--- src/rtl/uart_pkg.sv ---
// Shared types and constants for the UART byte receiver.
package uart_pkg;

  typedef enum logic [1:0] {
    IDLE  = 2'd0,
    START = 2'd1,
    DATA  = 2'd2,
    STOP  = 2'd3
  } rx_state_t;

  localparam int FRAME_BITS           = 8;
  localparam int DEFAULT_CLKS_PER_BIT = 16;

endpackage

--- src/rtl/sync_2ff.sv ---
// Generic two-flop synchronizer for signals arriving asynchronously to clk.
module sync_2ff #(
  parameter int               WIDTH     = 1,
  parameter logic [WIDTH-1:0] RESET_VAL = '0
) (
  input  logic             clk,
  input  logic             rst_n,
  input  logic [WIDTH-1:0] d,
  output logic [WIDTH-1:0] q
);

  logic [WIDTH-1:0] meta_r;

  // Metastability stage followed by the stable output stage.
  always_ff @(posedge clk or negedge rst_n) begin
    if (!rst_n) begin
      meta_r <= RESET_VAL;
      q      <= RESET_VAL;
    end else begin
      meta_r <= d;
      q      <= meta_r;
    end
  end

endmodule

--- src/rtl/uart_rx_byte.sv ---
// 8N1 UART receiver: oversampled start/data/stop sampling, one-cycle VALID or
// FRAME_ERR strobe, DATA held until the next correctly framed byte.
module uart_rx_byte #(
  parameter int CLKS_PER_BIT = uart_pkg::DEFAULT_CLKS_PER_BIT,
  parameter int CNT_W        = $clog2(CLKS_PER_BIT)
) (
  input  logic                           CLK,
  input  logic                           RST,
  input  logic                           RX,
  output logic [uart_pkg::FRAME_BITS-1:0] DATA,
  output logic                           VALID,
  output logic                           FRAME_ERR,
  output logic                           BUSY
);
  import uart_pkg::*;

  if (CLKS_PER_BIT < 4) begin : g_bad_clks_per_bit
    $error("uart_rx_byte: CLKS_PER_BIT must be 4 or more");
  end

  localparam logic [CNT_W-1:0] HALF_LAST = CNT_W'(CLKS_PER_BIT / 2 - 1);
  localparam logic [CNT_W-1:0] BIT_LAST  = CNT_W'(CLKS_PER_BIT - 1);

  logic                  rx_sync;
  logic                  rx_prev;
  rx_state_t             state_r, state_s;
  logic [CNT_W-1:0]      cnt_r, cnt_s;
  logic [2:0]            idx_r, idx_s;
  logic [FRAME_BITS-1:0] shift_r, shift_s;
  logic [FRAME_BITS-1:0] data_s;
  logic                  valid_s, ferr_s, busy_s;

  // Reset value 1 keeps reset release from looking like a start edge.
  sync_2ff #(.WIDTH(1), .RESET_VAL(1'b1)) u_rx_sync (
    .clk   (CLK),
    .rst_n (RST),
    .d     (RX),
    .q     (rx_sync)
  );

  // State, counters and registered outputs.
  always_ff @(posedge CLK or negedge RST) begin
    if (!RST) begin
      rx_prev   <= 1'b1;
      state_r   <= uart_pkg::IDLE;
      cnt_r     <= '0;
      idx_r     <= 3'd0;
      shift_r   <= '0;
      DATA      <= '0;
      VALID     <= 1'b0;
      FRAME_ERR <= 1'b0;
      BUSY      <= 1'b0;
    end else begin
      rx_prev   <= rx_sync;
      state_r   <= state_s;
      cnt_r     <= cnt_s;
      idx_r     <= idx_s;
      shift_r   <= shift_s;
      DATA      <= data_s;
      VALID     <= valid_s;
      FRAME_ERR <= ferr_s;
      BUSY      <= busy_s;
    end
  end

  // Next-state, sampling and strobe decode.
  always_comb begin
    state_s = state_r;
    cnt_s   = cnt_r;
    idx_s   = idx_r;
    shift_s = shift_r;
    data_s  = DATA;
    valid_s = 1'b0;
    ferr_s  = 1'b0;
    case (state_r)
      uart_pkg::IDLE: begin
        if (!rx_sync && rx_prev) begin
          state_s = uart_pkg::START;
          cnt_s   = '0;
        end else begin
          cnt_s   = '0;
        end
      end
      uart_pkg::START: begin
        if (cnt_r == HALF_LAST) begin
          cnt_s = '0;
          idx_s = 3'd0;
          if (!rx_sync) begin
            state_s = uart_pkg::DATA;
          end else begin
            state_s = uart_pkg::IDLE;
          end
        end else begin
          cnt_s = cnt_r + CNT_W'(1);
        end
      end
      uart_pkg::DATA: begin
        if (cnt_r == BIT_LAST) begin
          shift_s = {rx_sync, shift_r[FRAME_BITS-1:1]};
          cnt_s   = '0;
          idx_s   = idx_r + 3'd1;
          if (idx_r == 3'd7) begin
            state_s = uart_pkg::STOP;
          end else begin
            state_s = uart_pkg::DATA;
          end
        end else begin
          cnt_s = cnt_r + CNT_W'(1);
        end
      end
      uart_pkg::STOP: begin
        if (cnt_r == BIT_LAST) begin
          state_s = uart_pkg::IDLE;
          cnt_s   = '0;
          if (rx_sync) begin
            data_s  = shift_r;
            valid_s = 1'b1;
          end else begin
            ferr_s  = 1'b1;
          end
        end else begin
          cnt_s = cnt_r + CNT_W'(1);
        end
      end
      default: begin
        state_s = uart_pkg::IDLE;
        cnt_s   = '0;
      end
    endcase
    // BUSY drops in the same edge the strobe is raised, freeing IDLE at once.
    busy_s = (state_s != uart_pkg::IDLE);
  end

endmodule

--- config.mk ---
export PLATFORM = sky130hd
export DESIGN_NAME = uart_rx_byte
export DESIGN_NICKNAME = d
export VERILOG_FILES = /design/src/rtl/uart_pkg.sv /design/src/rtl/sync_2ff.sv /design/src/rtl/uart_rx_byte.sv
export SDC_FILE = /design/constraint.sdc
export NUM_CORES = 1
export LEC_CHECK = 0
export CAP_MARGIN = 0
export CORE_MARGIN = 2
export CORE_UTILIZATION = 49
export DETAILED_ROUTE_END_ITERATION = 8
export PLACE_DENSITY = 0.81
export SLEW_MARGIN = 20
export SYNTH_ARGS = -nofsm -noshare
export SYNTH_HDL_FRONTEND = slang
export SYNTH_SLANG_ARGS = --single-unit
--- constraint.sdc ---
create_clock -name CLK -period 1.55 [get_ports CLK]
set_input_delay 0.2325 -clock CLK [delete_from_list [all_inputs] [get_ports CLK]]
set_output_delay 0.2325 -clock CLK [all_outputs]
set_load 0.02 [all_outputs]
==> flow_summary.toml <==
[job]
drv_cap = 0

[die]
die_w_um = 56.6
die_area_mm2 = 0.00320
std_cell_rows = 19
pin_count = 14
initial_core_util = 0.504
die_h_um = 56.6
fp.coreArea_mm2 = 0.00269

[yosys]
ys_seq_area_frac = 0.575
synth_top_family_by_area = "multiplexers"
synthXorXnorAreaFrac = 0.00646
synth_area_mm2 = 0.00136
syn-num-nets = 108
syn_inst = 102
synth-compound-area-share = 0.111
muxShareOfSynthArea = 0.155
ys_warn_count = 0
ys_types = 34
synth_fa_ha_area_frac = 0.0277
synth-seq-cells = 31
syn_avg_cell_area_um2 = 13.3
yosys.area_share.simple = 0.0868

[sta]
finalWorstSetupSlack_ns = 0.0403
drv_slew = 0
timing.fmax_ghz = 0.662
min_period_over_period = 0.974
hold_viol_final = 0
max_slew.worst_pin.slew_ns = 0.372
fin_worst_skew_ns = 0.0106
min_period_ns = 1.51
setup_viol = 0
whs_ns = 0.269
relSlewSlack = 0.752
rsz0062_at_grt = "true"

[setup_path]
critPathMaxFanout = 5
worstSetupEndpointType = "flip-flop"
critPathKind = "reg2reg"
startpoint_type = "flip-flop"
crit_required_ns = 1.77
cp.arrival_ns = 1.73

[power]
power_mw = 2.10
p_per_area_mw_per_mm2 = 1280
vdd_drop_max_mv = 0.750
leakage_nw = 0.844

[routing]
ant_nets = 0
wl_per_cell_um = 17.1
viasPerCell = 5.72
drtIter0Drc = 30
route.detailed.drc = 0
vias = 887
firstDrtPassIters = 4
wl_mm = 2.64

[placed_design]
dp_cells = 145
dp_hpwl_mm = 1.66
globalplace.congestion = 0.877
place_ws_ns = 0.0255
portBuffers = 13

[global_routing]
gr-total-overflow = 0
grt_pass1_wl_mm = 4.12
antenna_found_initial = 0
grt_pass1_vias = 900
grt_max_degree = 32
grtUsageTotal = 0.176

[cts]
cts_buffer_depth = 2
clk_latency_ns = 0.33
cts.sinks = 31
cts.htree.levels = 2
cts.clk_slew.worst_paths_ns = 0.09
cts-root-buf = "clkbuf_4"
cts_tree = "done"
cts_buffers = 5

[finish]
num_antenna_cells = 0
drive_above_1_share = 0.339
area_growth_pct = 20.7
final_cell_count_no_fill = 155
final_net_count = 130

[outcome]
status = "completed"

[worst_hold_path]
holdCritPathClass = "in2async"
-- synth_stat cells --
library cell	count	area (um2)
dfrtp_1	28	701
a22oi_1	1	7.51
and4b_1	1	10.0
a22o_1	2	17.5
nor2b_1	1	6.26
o22ai_1	1	6.26
mux2_4	8	120
nor2_1	5	18.8
inv_1	3	11.3
a31oi_1	1	6.26
a211oi_1	2	15.0
dfstp_2	3	78.8
a2bb2oi_1	2	17.5
or3b_2	1	8.76
o21ai_0	6	30.0
a21boi_0	1	7.51
buf_2	5	25.0
nand2_1	2	7.51
nor4_1	1	6.26
mux2_2	8	90.1
buf_6	1	11.3
o22a_1	1	8.76
nand2b_1	2	12.5
clkbuf_1	1	3.75
xnor2_1	1	8.76
and3_4	1	11.3
and3_1	1	6.26
a221o_1	1	10.0
and4_1	1	8.76
ha_1	3	37.5
nand2_4	1	11.3
nand3_1	2	10.0
a311oi_1	1	8.76
a21oi_1	3	15.0
-- critical path: stages, from the launching register on --
cell,delay (ns)
dfrtp_1,0.39
ha_2,0.20
and4_4,0.23
and3_4,0.26
mux2_4,0.31
-- stage by stage --
| step | TNS [ns] | util | cell area, um2 |
|---|---|---|---|
| after detailed placement | 0 | 0.571 | 1540 |
| after CTS | 0 | 0.591 | 1590 |
| after floorplan | -0.146 | - | 1380 |
| after global routing | -0.105 | 0.609 | 1640 |
| after global placement | 0 | 0.571 | 1540 |
| final | 0 | 0.609 | 1640 |
-- sequential cells by signal, indices dropped and copies added (netlist names) --
name / cells
BUSY: 1
DATA: 8
FRAME_ERR: 1
VALID: 1
cnt_r: 4
idx_r: 3
rx_prev: 1
shift_r: 8
state_r: 2
u_rx_sync.meta_r: 1
u_rx_sync.q: 1
-- per-layer routing --
metal  vias to the layer above  global-route usage  wire length [um]
met5                         -                   0                 0
met4                         0               0.150                82
met3                         7              0.0530                71
met2                        13               0.257              1330
met1                       453               0.210              1160
li1                        414                   -                 -
-- final cells by class --
class | count | area [um2]
fill | 206 | 1050
sequential | 31 | 779
multi-input combinational | 63 | 562
timing repair buffer | 20 | 188
clock buffer | 6 | 51.3
tap | 31 | 38.8
inverter | 3 | 11.3
clock inverter | 1 | 5.00
-- path summary, 6_finish.rpt --
| check | from | end | cells after the start | slack, ns |
|---|---|---|---|---|
| min in group CLK | RX | u_rx_sync.meta_r | 1 | 0.31 |
| min reg2reg | u_rx_sync.meta_r | u_rx_sync.q | 0 | 0.36 |
| max reg2reg | cnt_r[1] | DATA[6] | 4 | 0.04 |
| min | RST | FRAME_ERR | 2 | 0.27 |
| max in group asynchronous | RST | u_rx_sync.q | 2 | 0.96 |
| max | cnt_r[1] | DATA[6] | 4 | 0.04 |
-- power breakdown --
part / total (mW) / switching, mW / internal (mW)
Clock: 0.477 / 0.268 / 0.210
Combinational: 0.611 / 0.338 / 0.272
Sequential: 1.01 / 0.0927 / 0.919
Total: 2.10 / 0.699 / 1.40
-- kinds of logic after synthesis --
logic type	count (synthesis)
AO/OA/AOI/OAI	22
XOR/XNOR	1
AND/OR/NAND/NOR	19
buffers and inverters	10
adder cells (fa/ha/maj)	3
flip-flops	31
multiplexers	16
-- timing repair --
item | CTS | global route
endpoints found under the hold margin | 0 | 0
gates cloned | 0 | 2
setup endpoints to repair | 4 | 22
setup buffers | 0 | 1
pin swaps | 0 | 4
gates resized for setup | 4 | 9
hold buffers | 0 | 0
-- cell usage in the layout, fill, tap and decap left out, drive strengths merged, types with 4 or more instances in the layout --
cell type / count
nand2: 4
clkdlybuf4s50: 5
mux2: 16
o21ai: 6
nor2: 5
dlymetal6s2s: 4
dfrtp: 28
dlygate4sd2: 4
clkbuf: 6
buf: 7
Note: power is estimated with default switching activity, not from simulation.
